--- config.mk ---
export PLATFORM = sky130hd
export DESIGN_NAME = monobit_stream_gen
export DESIGN_NICKNAME = d
export VERILOG_FILES = /design/src/rtl/monobit_stream_gen.sv
export SDC_FILE = /design/constraint.sdc
export NUM_CORES = 1
export LEC_CHECK = 0
export BUFFER_PORTS_ARGS = -buffer_cell sky130_fd_sc_hd__clkbuf_2
export CORE_UTILIZATION = 40
export DETAILED_ROUTE_END_ITERATION = 16
export GPL_TIMING_DRIVEN = 0
export SLEW_MARGIN = 20
export SYNTH_ARGS = -nofsm -noshare
export SYNTH_HDL_FRONTEND = slang
export SYNTH_SLANG_ARGS = --single-unit
--- constraint.sdc ---
create_clock -name clk -period 2.3 [get_ports clk]
set_input_delay 0.115 -clock clk [delete_from_list [all_inputs] [get_ports clk]]
set_output_delay 0.115 -clock clk [all_outputs]
set_load 0.05 [all_outputs]
--- src/rtl/monobit_stream_gen.sv ---
// Framed bit-serial stimulus source for the monobit tester: LFSR-biased or fixed-pattern
// blocks over a valid/ready handshake, with an on-chip count of emitted ones.
module monobit_stream_gen #(
    parameter int LEN_W  = 8,
    parameter int LFSR_W = 16
) (
    input  logic              clk,
    input  logic              rst_n,
    input  logic              ena,
    input  logic              start,
    input  logic [1:0]        mode,
    input  logic [7:0]        bias,
    input  logic              seed_load,
    input  logic [LFSR_W-1:0] seed,
    input  logic [LEN_W-1:0]  block_len,
    output logic              bit_out,
    output logic              bit_valid,
    input  logic              bit_ready,
    output logic              bit_last,
    output logic              busy,
    output logic              done,
    output logic [LEN_W:0]    ones_count
);

    localparam logic [LFSR_W-1:0] SEED_DEFAULT = LFSR_W'(16'hACE1);
    localparam logic [LFSR_W-1:0] LFSR_POLY    = LFSR_W'(16'hB400);

    typedef enum logic [1:0] {
        S_IDLE = 2'd0,
        S_RUN  = 2'd1,
        S_DONE = 2'd2
    } state_t;

    state_t            r_state;
    logic [LFSR_W-1:0] r_lfsr;
    logic              r_phase;
    logic [1:0]        r_mode;
    logic [7:0]        r_bias;
    logic [LEN_W:0]    r_remaining;
    logic [LEN_W:0]    r_ones;
    logic              r_bit_out;
    logic              r_bit_valid;
    logic              r_bit_last;
    logic              r_busy;
    logic              r_done;

    logic [LFSR_W-1:0] w_seed_val;
    logic [LFSR_W-1:0] w_start_lfsr;
    logic [LEN_W:0]    w_len;
    logic              w_accept;
    logic [LFSR_W-1:0] w_lfsr_step;
    logic [LFSR_W-1:0] w_run_lfsr;
    logic              w_run_phase;

    // Bit generator evaluated on the state the next beat will present.
    function automatic logic gen_bit(input logic [1:0] md, input logic [7:0] bs,
                                     input logic [7:0] lf_low, input logic ph);
        case (md)
            2'd0:    return (lf_low < bs);
            2'd1:    return 1'b1;
            2'd2:    return 1'b0;
            default: return ph;
        endcase
    endfunction

    always_comb begin
        w_seed_val   = (seed == '0) ? SEED_DEFAULT : seed;
        w_start_lfsr = seed_load ? w_seed_val : r_lfsr;
        w_len        = (block_len == '0) ? {1'b1, {LEN_W{1'b0}}} : {1'b0, block_len};
        w_accept     = r_bit_valid & bit_ready;
        w_lfsr_step  = {1'b0, r_lfsr[LFSR_W-1:1]} ^ (r_lfsr[0] ? LFSR_POLY : '0);
        w_run_lfsr   = (r_mode == 2'd0) ? w_lfsr_step : r_lfsr;
        w_run_phase  = (r_mode == 2'd3) ? ~r_phase : r_phase;
    end

    always_ff @(posedge clk or negedge rst_n) begin
        if (!rst_n) begin
            r_state     <= S_IDLE;
            r_lfsr      <= SEED_DEFAULT;
            r_phase     <= 1'b1;
            r_mode      <= 2'd0;
            r_bias      <= 8'd0;
            r_remaining <= '0;
            r_ones      <= '0;
            r_bit_out   <= 1'b0;
            r_bit_valid <= 1'b0;
            r_bit_last  <= 1'b0;
            r_busy      <= 1'b0;
            r_done      <= 1'b0;
        end else if (ena) begin
            r_done <= 1'b0;
            case (r_state)
                S_IDLE: begin
                    if (seed_load) begin
                        r_lfsr <= w_seed_val;
                    end
                    // A seed loaded alongside start is already visible to the first bit.
                    if (start) begin
                        r_state     <= S_RUN;
                        r_mode      <= mode;
                        r_bias      <= bias;
                        r_remaining <= w_len;
                        r_phase     <= 1'b1;
                        r_ones      <= '0;
                        r_bit_valid <= 1'b1;
                        r_bit_out   <= gen_bit(mode, bias, w_start_lfsr[7:0], 1'b1);
                        r_bit_last  <= (w_len == (LEN_W+1)'(1));
                        r_busy      <= 1'b1;
                    end
                end
                S_RUN: begin
                    if (w_accept) begin
                        r_ones      <= r_ones + (LEN_W+1)'(r_bit_out);
                        r_remaining <= r_remaining - (LEN_W+1)'(1);
                        r_lfsr      <= w_run_lfsr;
                        r_phase     <= w_run_phase;
                        if (r_bit_last) begin
                            r_state     <= S_DONE;
                            r_bit_valid <= 1'b0;
                            r_bit_out   <= 1'b0;
                            r_bit_last  <= 1'b0;
                            r_done      <= 1'b1;
                        end else begin
                            r_bit_out  <= gen_bit(r_mode, r_bias, w_run_lfsr[7:0], w_run_phase);
                            r_bit_last <= (r_remaining == (LEN_W+1)'(2));
                        end
                    end
                end
                S_DONE: begin
                    r_state <= S_IDLE;
                    r_busy  <= 1'b0;
                end
                default: begin
                    r_state <= S_IDLE;
                end
            endcase
        end
    end

    assign bit_out    = r_bit_out;
    assign bit_valid  = r_bit_valid;
    assign bit_last   = r_bit_last;
    assign busy       = r_busy;
    assign done       = r_done;
    assign ones_count = r_ones;

endmodule
Yosys cells after proc, flatten, opt, wreduce, memory -nomap -nowiden. Cells that the tools add are included.

Bits in registers: 52. Input bits: 40. Output and inout port bits: 14.

Add/subtract/negate cells: 2. Order comparisons: 2. Equal/unequal tests: 13. Muxes and demuxes: 38. Bitwise operators: 3. Reductions and logical operators: 14.

Operators with widths (count): 16-bit 2-to-1 mux (5); 9-bit 2-to-1 mux (5); 9-bit one-hot mux with 2 select lines (2); 16-bit one-hot mux with 2 select lines (1); 16-bit logical NOT (1); 8-bit less-than comparator (2); 15-bit by 16-bit XOR with 16-bit output (1); 1-bit 2-to-1 mux (14); 1-bit one-hot mux with 2 select lines (6); 2-bit inequality test, second input constant (5); 5-bit AND reduction (2); 9-bit by 1-bit adder with 9-bit output (1); 9-bit by 1-bit == test with 1-bit output, second input constant (1); 9-bit by 2-bit == test with 1-bit output, second input constant (1); 3-bit AND reduction (3); 9-bit by 1-bit subtractor with 9-bit output, second input constant (1); 2-bit == test, second input constant (4); 8-bit logical NOT (1); 4-bit AND reduction (2); 2-bit logical NOT (3); 2-bit 2-to-1 mux (3); 2-bit by 1-bit == test with 1-bit output, second input constant (2); 2-bit one-hot mux with 2 select lines (1); 2-bit nonzero test (2); other kinds (3) (3).

Logic depth before layout (Yosys ltp). Gate-level depths: netlist of run 1.

Depth after elaboration: 8. Mapped depth: 10.

Worst setup path before layout of run 1. OpenSTA, ideal clock, no wires.

Path kind: register -> register. Start: reg r_mode[1]. End: reg r_bit_out (netlist: bit_out). Arrival: 2.127 ns. Path slack: 0.083 ns. Cell stages (with the launch flop): 10. Path buffers: 1. Cell sequence: dfrtp_1 -> buf_2 -> nor2_4 -> mux2_2 -> ha_1 -> a21o_1 -> a211o_1 -> o221ai_1 -> nand4_1 -> o2111ai_1.

Cells in the longest elaborated chain, start to end: 7.

RTL lines: start: declaration (RTL line 37) `logic [1:0] r_mode;`; start signal: assignment (RTL line 100) `r_mode <= mode;`; 2-bit logical NOT (RTL line 58, 72); 16-bit 2-to-1 mux (RTL line 72) `w_run_lfsr = (r_mode == 2'd0) ? w_lfsr_step : r_lfsr;`; 8-bit less-than comparator (RTL line 59) `2'd0: return (lf_low < bs);`; 1-bit one-hot mux with 3 select lines (*) (RTL line 58) `case (md)`; 1-bit 2-to-1 mux (*) (RTL line 117) `if (r_bit_last) begin`; 1-bit 2-to-1 mux (*) (RTL line 112) `if (w_accept) begin`; 1-bit one-hot mux with 2 select lines (*) (RTL line 92) `case (r_state)`; end signal: assignment (RTL line 106) `r_bit_out <= gen_bit(mode, bias, w_start_lfsr[7:0], 1'b1);`; end signal: assignment (RTL line 124) `r_bit_out <= gen_bit(r_mode, r_bias, w_run_lfsr[7:0], w_run_phase);`; end: declaration (RTL line 41) `logic r_bit_out;`.

Mark *: on every way between the ends. The rest lies on a longest branch, timed or not. The select of a mux whose other input is x is not followed. A chain may end at the register's enable or synchronous reset.

Worst setup path after layout of run 1. Ends and elaborated chain as after synthesis.

==> impl_metrics.xml, run 1 <==
<?xml version="1.0" encoding="UTF-8"?>
<metrics>
  <group name="layout">
    <metric name="finalCoreUtilization" unit="%">49.01</metric>
    <metric name="final_common_cell" unit="">clkbuf_2</metric>
    <metric name="layout.area.seq" unit="mm²">0.001314</metric>
    <metric name="area_growth" unit="%">18.15</metric>
    <metric name="antenna_cells_inserted" unit="">0</metric>
    <metric name="layout.filler_cells" unit="">772</metric>
    <metric name="design.final.nets" unit="">479</metric>
    <metric name="multi_input_comb_area" unit="mm²">0.001775</metric>
    <metric name="final_layout_size_suffix_gt1_share" unit="%">26.54</metric>
    <metric name="mostFrequentLayoutCells" unit="">clkbuf_2 (52), nand2_1 (43), dfrtp_1 (42), nor2_1 (31), o21ai_1 (24)</metric>
  </group>
  <group name="placement">
    <metric name="globalplace.congestion" unit="">0.8329</metric>
    <metric name="detailed_place_hpwl" unit="µm">6140</metric>
    <metric name="dpl_worst_slack" unit="ns">-0.1913</metric>
    <metric name="port_buffers" unit="">53</metric>
  </group>
  <group name="synthesis">
    <metric name="synth_top_flop_cell" unit="">dfrtp_1</metric>
    <metric name="syn_avg_cell_area" unit="µm²">8.979</metric>
    <metric name="synthesis.yosys.warnings" unit="">0</metric>
    <metric name="synth_nets" unit="">415</metric>
    <metric name="ys_top_cells_by_area" unit="">dfrtp_1 (34%), dfstp_2 (7.4%), ha_1 (7.0%), nand2_1 (5.0%), mux2_2 (3.9%)</metric>
    <metric name="synth_cells" unit="">357</metric>
    <metric name="synth_area" unit="mm²">0.003206</metric>
    <metric name="synth_enable_flop_cells" unit="">0</metric>
    <metric name="synthesis_stage_register_bit_count" unit="">52</metric>
    <metric name="yosys.cell_types.count" unit="">55</metric>
    <metric name="synth_top_area_share" unit="%">33.57</metric>
    <metric name="cell_type_with_the_largest_total_area_after_synthesis" unit="">dfrtp_1</metric>
    <metric name="fraction_of_the_yosys_area_taken_by_sequential_cells" unit="%">40.94</metric>
    <metric name="synthArstFlopShare" unit="%">100.0</metric>
  </group>
  <group name="route">
    <metric name="drt_first_pass_iters" unit="">4</metric>
    <metric name="detail_route.drc_violations" unit="">0</metric>
    <metric name="viasPerCell" unit="">5.458</metric>
    <metric name="route.vias.total" unit="">2860</metric>
    <metric name="route.final.wire_length" unit="µm">8190</metric>
    <metric name="number_of_antenna_violating_nets_in_the_routed_design" unit="">0</metric>
    <metric name="first_iter_violations" unit="">113</metric>
    <metric name="wl_per_cell" unit="µm">15.63</metric>
  </group>
  <group name="power">
    <metric name="worst_ir_drop_vdd" unit="mV">0.5434</metric>
    <metric name="power.sequential.fraction" unit="%">35.5</metric>
    <metric name="cell_internal_pwr" unit="mW">2.616</metric>
    <metric name="share_clk_of_total_power" unit="%">12.1</metric>
    <metric name="power.leakage" unit="nW">1.754</metric>
    <metric name="power.net_switching" unit="mW">2.073</metric>
    <metric name="cellPowerDensity" unit="mW/mm²">1238</metric>
    <metric name="p_total" unit="mW">4.689</metric>
    <metric name="comb_power_share" unit="%">52.4</metric>
    <metric name="power_switching_share" unit="%">44.21</metric>
  </group>
  <group name="clock_network">
    <metric name="worst_setup_hold_path_clk_slew" unit="ns">0.10</metric>
    <metric name="clock_tree_from_tritoncts" unit="">done</metric>
    <metric name="clock_insertion_delay_worst_skew" unit="ns">0.31</metric>
    <metric name="cts_made_buffers" unit="">5</metric>
    <metric name="cts.path.max_buffers" unit="">2</metric>
    <metric name="cts_sinks" unit="">52</metric>
    <metric name="cts_max_level" unit="">2</metric>
    <metric name="clock-root-buffer" unit="">clkbuf_8</metric>
  </group>
  <group name="worst_setup_path">
    <metric name="critical_path.slowest_cell" unit="">dfrtp_1</metric>
    <metric name="cp-end-kind" unit="">flop</metric>
    <metric name="path_cells" unit="">buf_6, nor2_4, buf_6, mux2_4, ha_1, a21o_1, a211o_1, o221ai_2, nand4_1, o2111ai_2</metric>
    <metric name="timing.critical_path.max_delay_family" unit="">compound AO/OA/AOI/OAI gates</metric>
    <metric name="crit_required" unit="ns">2.54</metric>
    <metric name="timing.critical_path.slowest_cell_delay" unit="ns">0.39</metric>
    <metric name="critical_path_peak_fanout" unit="">8</metric>
    <metric name="crit_buf_inv" unit="">2</metric>
    <metric name="timing.rr.start" unit="">r_mode[1]</metric>
    <metric name="cp_common_cell" unit="">buf_6</metric>
    <metric name="worstPathArrival" unit="ns">2.45</metric>
    <metric name="worstSetupStartpointType" unit="">flop</metric>
    <metric name="critical_path.startpoint" unit="">r_mode[1]</metric>
    <metric name="crit_type" unit="">flop to flop</metric>
  </group>
  <group name="flow_run">
    <metric name="drv.max_cap_violation_count" unit="">0</metric>
  </group>
  <group name="global_route">
    <metric name="maximum_number_of_pins_on_one_net_before_global_route_repair" unit="">53</metric>
    <metric name="met2_usage" unit="%">34.65</metric>
    <metric name="first_global_vias" unit="">2855</metric>
    <metric name="groute.layer.met3.usage" unit="%">4.104</metric>
    <metric name="grt_overflow_total" unit="">0</metric>
    <metric name="grt.busiest_layer" unit="">met2</metric>
    <metric name="groute.layer.met1.usage" unit="%">27.34</metric>
    <metric name="antenna_found_initial" unit="">0</metric>
    <metric name="global_route_wire_length_before_repair" unit="µm">13910</metric>
    <metric name="grtUsageTotal" unit="%">20.84</metric>
  </group>
  <group name="timing">
    <metric name="rsz0062_at_grt" unit="">no</metric>
    <metric name="timing.final.crit_period" unit="ns">2.215</metric>
    <metric name="hold_viol_final" unit="">0</metric>
    <metric name="fmax" unit="MHz">451.4</metric>
    <metric name="worst_pin_slew" unit="ns">0.7296</metric>
    <metric name="fin_ws" unit="ns">0.08461</metric>
    <metric name="fin_worst_skew" unit="ns">0.01244</metric>
    <metric name="max_transition_viols_final" unit="">0</metric>
    <metric name="relSlewSlack" unit="%">51.36</metric>
    <metric name="share_of_the_cycle_needed_by_the_critical_path_after_routing" unit="%">96.32</metric>
    <metric name="report.final.setup_viol" unit="">0</metric>
  </group>
  <group name="die">
    <metric name="floorplan.initialDensity" unit="%">41.48</metric>
    <metric name="num_io_pins" unit="">54</metric>
    <metric name="die-area" unit="mm²">0.008376</metric>
    <metric name="core_area" unit="mm²">0.007727</metric>
    <metric name="fp-row-count" unit="">32</metric>
    <metric name="floorplan.die.height" unit="µm">91.52</metric>
    <metric name="die_width" unit="µm">91.52</metric>
  </group>
  <group name="min_path">
    <metric name="hold_path.startpoint" unit="">mode[1]</metric>
    <metric name="holdCritPathClass" unit="">input port to flop</metric>
  </group>
  <group name="outcome">
    <metric name="run_status" unit="">completed</metric>
  </group>
</metrics>
==> routing by layer <==
layer | routed length (µm) | part of all wire, %
met5 | 0 | 0
met4 | 65 | 0.79
met3 | 329 | 4.0
met2 | 3966 | 48
met1 | 3828 | 47
==> final timing paths <==
kind,endpoint,slack [ns],cells past startpoint
max,bit_out,0.08,10
min,r_mode[1],0.008,3
max reg2reg,bit_out,0.08,10
min reg2reg,r_bias[2],0.49,2
max in group asynchronous,r_mode[0],1.37,2
min in group asynchronous,ones_count[7],0.40,2
==> power by group through the flow <==
stage	sequential, mW	combinational, mW	clock [mW]
after floorplan	1.75	1.59	0
after CTS	1.66	2.37	0.579
final	1.67	2.46	0.566
after global placement	1.66	2.22	0
after detailed placement	1.67	2.28	0
after global routing	1.72	2.74	0.621
==> worst min-delay path, cell delays in order <==
cell	delay (ns)
clkbuf_2	0.09
nand2_1	0.05
nand2_1	0.04
==> flip-flops by register name (all words and copies together), names as in the netlist <==
name	count
r_lfsr	16
ones_count	9
r_remaining	9
r_bias	8
r_mode	2
r_state	2
bit_last	1
bit_out	1
bit_valid	1
busy	1
done	1
r_phase	1
==> area by class of cell <==
| cell class | count | area share, % |
|---|---|---|
| clock inverter | 1 | 0.1982 |
| tap | 102 | 3.370 |
| buffer | 16 | 2.478 |
| sequential | 52 | 34.69 |
| clock buffer | 7 | 2.279 |
| timing repair buffer | 57 | 8.028 |
| inverter | 21 | 2.081 |
| multi-input combinational | 268 | 46.88 |
==> kinds of logic after synthesis <==
kind of cell	Yosys count	synth area share [%]
mux	15	5.113
compound gates	93	18.15
buf+inv	37	5.191
fa+ha+maj	18	7.026
flops	52	40.94
simple gates	132	20.84
xor+xnor	10	2.732
==> repair_timing <==
action | 4_1_cts | 5_1_grt
pin swaps | 1 | 3
setup buffers | 2 | 1
setup endpoints to repair | 1 | 1
gates resized for setup | 4 | 7
endpoints found under the hold margin | 43 | 0
hold buffers | 1 | 0
==> synthesized netlist by cell type (5+ instances only) <==
library cell	number
mux2_2	11
inv_1	20
clkbuf_1	5
nor2_1	31
xor2_1	7
nand4_1	6
nor4_1	6
a31oi_1	6
nand3_1	10
o21ai_1	24
nand2_1	43
ha_1	18
and3_1	5
a21oi_1	20
buf_2	7
o21ai_0	11
dfstp_2	9
dfrtp_1	43
==> through the flow <==
stage                     TNS [ns]  hold WS [ns]  cells  instance area, µm²
after CTS                        0       0.01052    523                3734
after detailed placement   -0.1913        0.2451    512                3601
after floorplan                  0       -0.1806    357                3206
after global placement     -0.1656        0.3307    512                3598
final                            0      0.007638    524                3787
after global routing             0       0.01900    524                3787
(Power assumes the default switching activity.)
==> run 2, diff against run 1 <==
--- a/config.mk
+++ b/config.mk
@@ -6,9 +6,11 @@
 export NUM_CORES = 1
 export LEC_CHECK = 0
 export BUFFER_PORTS_ARGS = -buffer_cell sky130_fd_sc_hd__clkbuf_2
+export CORE_MARGIN = 2
 export CORE_UTILIZATION = 40
 export DETAILED_ROUTE_END_ITERATION = 16
 export GPL_TIMING_DRIVEN = 0
+export RECOVER_POWER = 25
 export SLEW_MARGIN = 20
 export SYNTH_ARGS = -nofsm -noshare
 export SYNTH_HDL_FRONTEND = slang
==> impl_metrics.xml, run 2 (synthesized netlist as in run 1, its figures left out) <==
<?xml version="1.0" encoding="UTF-8"?>
<metrics>
  <group name="timing">
    <metric name="worst_pin_slew" unit="ns">1.305</metric>
    <metric name="relSlewSlack" unit="%">12.97</metric>
    <metric name="timing.final.crit_period" unit="ns">2.219</metric>
    <metric name="hold_viol_final" unit="">0</metric>
    <metric name="max_transition_viols_final" unit="">0</metric>
    <metric name="report.final.setup_viol" unit="">0</metric>
    <metric name="fmax" unit="MHz">450.6</metric>
    <metric name="fin_worst_skew" unit="ns">0.01171</metric>
    <metric name="rsz0062_at_grt" unit="">no</metric>
    <metric name="share_of_the_cycle_needed_by_the_critical_path_after_routing" unit="%">96.50</metric>
  </group>
  <group name="layout">
    <metric name="layout.area.seq" unit="mm²">0.001314</metric>
    <metric name="multi_input_comb_area" unit="mm²">0.001779</metric>
    <metric name="instances_no_fill" unit="">523</metric>
    <metric name="largest-register" unit="">r_lfsr</metric>
    <metric name="largest_register_ffs" unit="">16</metric>
    <metric name="final_layout_size_suffix_gt1_share" unit="%">26.84</metric>
    <metric name="design.final.nets" unit="">478</metric>
    <metric name="mostFrequentLayoutCells" unit="">clkbuf_2 (53), nand2_1 (43), dfrtp_1 (42), nor2_1 (31), o21ai_1 (24)</metric>
    <metric name="antenna_cells_inserted" unit="">0</metric>
    <metric name="final_common_cell" unit="">clkbuf_2</metric>
    <metric name="area_growth" unit="%">17.92</metric>
    <metric name="layout.filler_cells" unit="">754</metric>
    <metric name="final_design_area_no_fill" unit="mm²">0.003780</metric>
    <metric name="finalCoreUtilization" unit="%">48.92</metric>
  </group>
  <group name="flow_run">
    <metric name="drv.max_cap_violation_count" unit="">0</metric>
  </group>
  <group name="die">
    <metric name="fp-row-count" unit="">32</metric>
    <metric name="floorplan.die.height" unit="µm">93.52</metric>
    <metric name="die-area" unit="mm²">0.008746</metric>
    <metric name="die_width" unit="µm">93.52</metric>
    <metric name="floorplan.initialDensity" unit="%">41.48</metric>
    <metric name="core_area" unit="mm²">0.007727</metric>
    <metric name="num_io_pins" unit="">54</metric>
  </group>
  <group name="worst_setup_path">
    <metric name="worstPathArrival" unit="ns">2.41</metric>
    <metric name="regToRegSetupSlack" unit="ns">0.08</metric>
    <metric name="cp-end-kind" unit="">flop</metric>
    <metric name="worstReg2RegEnd" unit="">bit_out</metric>
    <metric name="critical_path_peak_fanout" unit="">8</metric>
    <metric name="worst_r2r_path_depth" unit="">10</metric>
    <metric name="crit_required" unit="ns">2.49</metric>
    <metric name="worstSetupStartpointType" unit="">flop</metric>
    <metric name="crit_type" unit="">flop to flop</metric>
    <metric name="timing.rr.start" unit="">r_mode[1]</metric>
  </group>
  <group name="global_route">
    <metric name="antenna_found_initial" unit="">0</metric>
    <metric name="global_route_wire_length_before_repair" unit="µm">13320</metric>
    <metric name="maximum_number_of_pins_on_one_net_before_global_route_repair" unit="">53</metric>
    <metric name="first_global_vias" unit="">2706</metric>
    <metric name="grtUsageTotal" unit="%">19.27</metric>
    <metric name="grt_overflow_total" unit="">0</metric>
  </group>
  <group name="power">
    <metric name="p_total" unit="mW">4.680</metric>
    <metric name="cellPowerDensity" unit="mW/mm²">1238</metric>
    <metric name="worst_ir_drop_vdd" unit="mV">0.6011</metric>
    <metric name="power.leakage" unit="nW">1.743</metric>
  </group>
  <group name="route">
    <metric name="detail_route.drc_violations" unit="">0</metric>
    <metric name="first_iter_violations" unit="">120</metric>
    <metric name="drt_first_pass_iters" unit="">4</metric>
    <metric name="number_of_antenna_violating_nets_in_the_routed_design" unit="">0</metric>
    <metric name="viasPerCell" unit="">5.488</metric>
    <metric name="route.vias.total" unit="">2870</metric>
    <metric name="route.final.wire_length" unit="µm">8086</metric>
    <metric name="wl_per_cell" unit="µm">15.46</metric>
  </group>
  <group name="placement">
    <metric name="place_inst" unit="">512</metric>
    <metric name="placement.cell_area" unit="mm²">0.003601</metric>
    <metric name="globalplace.congestion" unit="">0.8440</metric>
    <metric name="port_buffers" unit="">53</metric>
    <metric name="detailed_place_hpwl" unit="µm">6132</metric>
  </group>
  <group name="clock_network">
    <metric name="cts_max_level" unit="">2</metric>
    <metric name="clock_tree_from_tritoncts" unit="">done</metric>
    <metric name="cts.path.max_buffers" unit="">2</metric>
    <metric name="clock-root-buffer" unit="">clkbuf_8</metric>
    <metric name="cts_made_buffers" unit="">5</metric>
    <metric name="worst_setup_hold_path_clk_slew" unit="ns">0.11</metric>
    <metric name="cts_sinks" unit="">52</metric>
    <metric name="clock_insertion_delay_worst_skew" unit="ns">0.31</metric>
  </group>
  <group name="min_path">
    <metric name="holdPathStages" unit="">3</metric>
    <metric name="holdCritPathClass" unit="">input port to flop</metric>
    <metric name="holdPathEnd" unit="">r_mode[1]</metric>
    <metric name="hold_path.startpoint" unit="">mode[1]</metric>
  </group>
  <group name="outcome">
    <metric name="run_status" unit="">completed</metric>
  </group>
</metrics>
==> run 2: changes by cell type in the layout (fill, tap and decap cells not counted), sizes merged <==
cell and change:
clkinvlp +1, clkbuf -2, buf -1, clkinv +1
==> run 2: cell type report <==
cell class	instances	area share [%]
clock inverters	3	0.6289
repair buffers	56	7.779
inverters	21	2.085
clock buffers	5	1.821
flip-flops and latches	52	34.76
well taps	102	3.376
plain buffers	16	2.483
multi-input cells	268	47.07
==> run 2: critical path, stage by stage, from the launching register on <==
cell       delay (ns)
dfrtp_1          0.38
buf_6            0.14
nor2_4           0.17
buf_6            0.12
mux2_2           0.35
ha_1             0.32
nand3_2          0.11
a31oi_4          0.17
o221ai_2         0.12
nand4_1          0.12
o2111ai_2        0.10
==> run 2: repair_timing <==
action | CTS | global route
setup endpoints to repair | 1 | 1
endpoints found under the hold margin | 43 | 0
gates cloned | 0 | 0
hold buffers | 1 | 0
setup buffers | 2 | 0
gates resized for setup | 4 | 8
pin swaps | 1 | 4
==> run 2: worst max path at each step <==
stage,startpoint,end,depth (start not counted)
floorplan,r_mode[1],bit_out,9
global placement,r_mode[1],bit_out,9
detailed placement,r_mode[1],bit_out,9
CTS,r_mode[1],bit_out,10
global route,r_mode[1],bit_out,10
finish,r_mode[1],bit_out,10
==> run 2: power breakdown <==
part	internal, mW	leakage, nW	switching (mW)
clock network	0.217	0.0404	0.340
logic	1.02	1.07	1.43
registers	1.34	0.631	0.332
total	2.58	1.74	2.10
==> run 2: per-layer routing <==
layer	wire (µm)	global-route usage (%)	vias to the layer above
met5	0	0	-
met2	3852	31.53	79
met4	81	4.779	0
li1	-	-	1398
met3	362	3.143	8
met1	3790	26.59	1385
==> run 2: stage by stage <==
step	hold slack (ns)	setup slack [ns]	setup TNS, ns
finish	0.01207	0.08053	0
global route	0.02111	0.007665	0
CTS	0.01024	0.02117	0
detailed placement	0.2447	-0.1774	-0.1774
global placement	0.3316	-0.1595	-0.1595
floorplan	-0.1806	0.08340	0
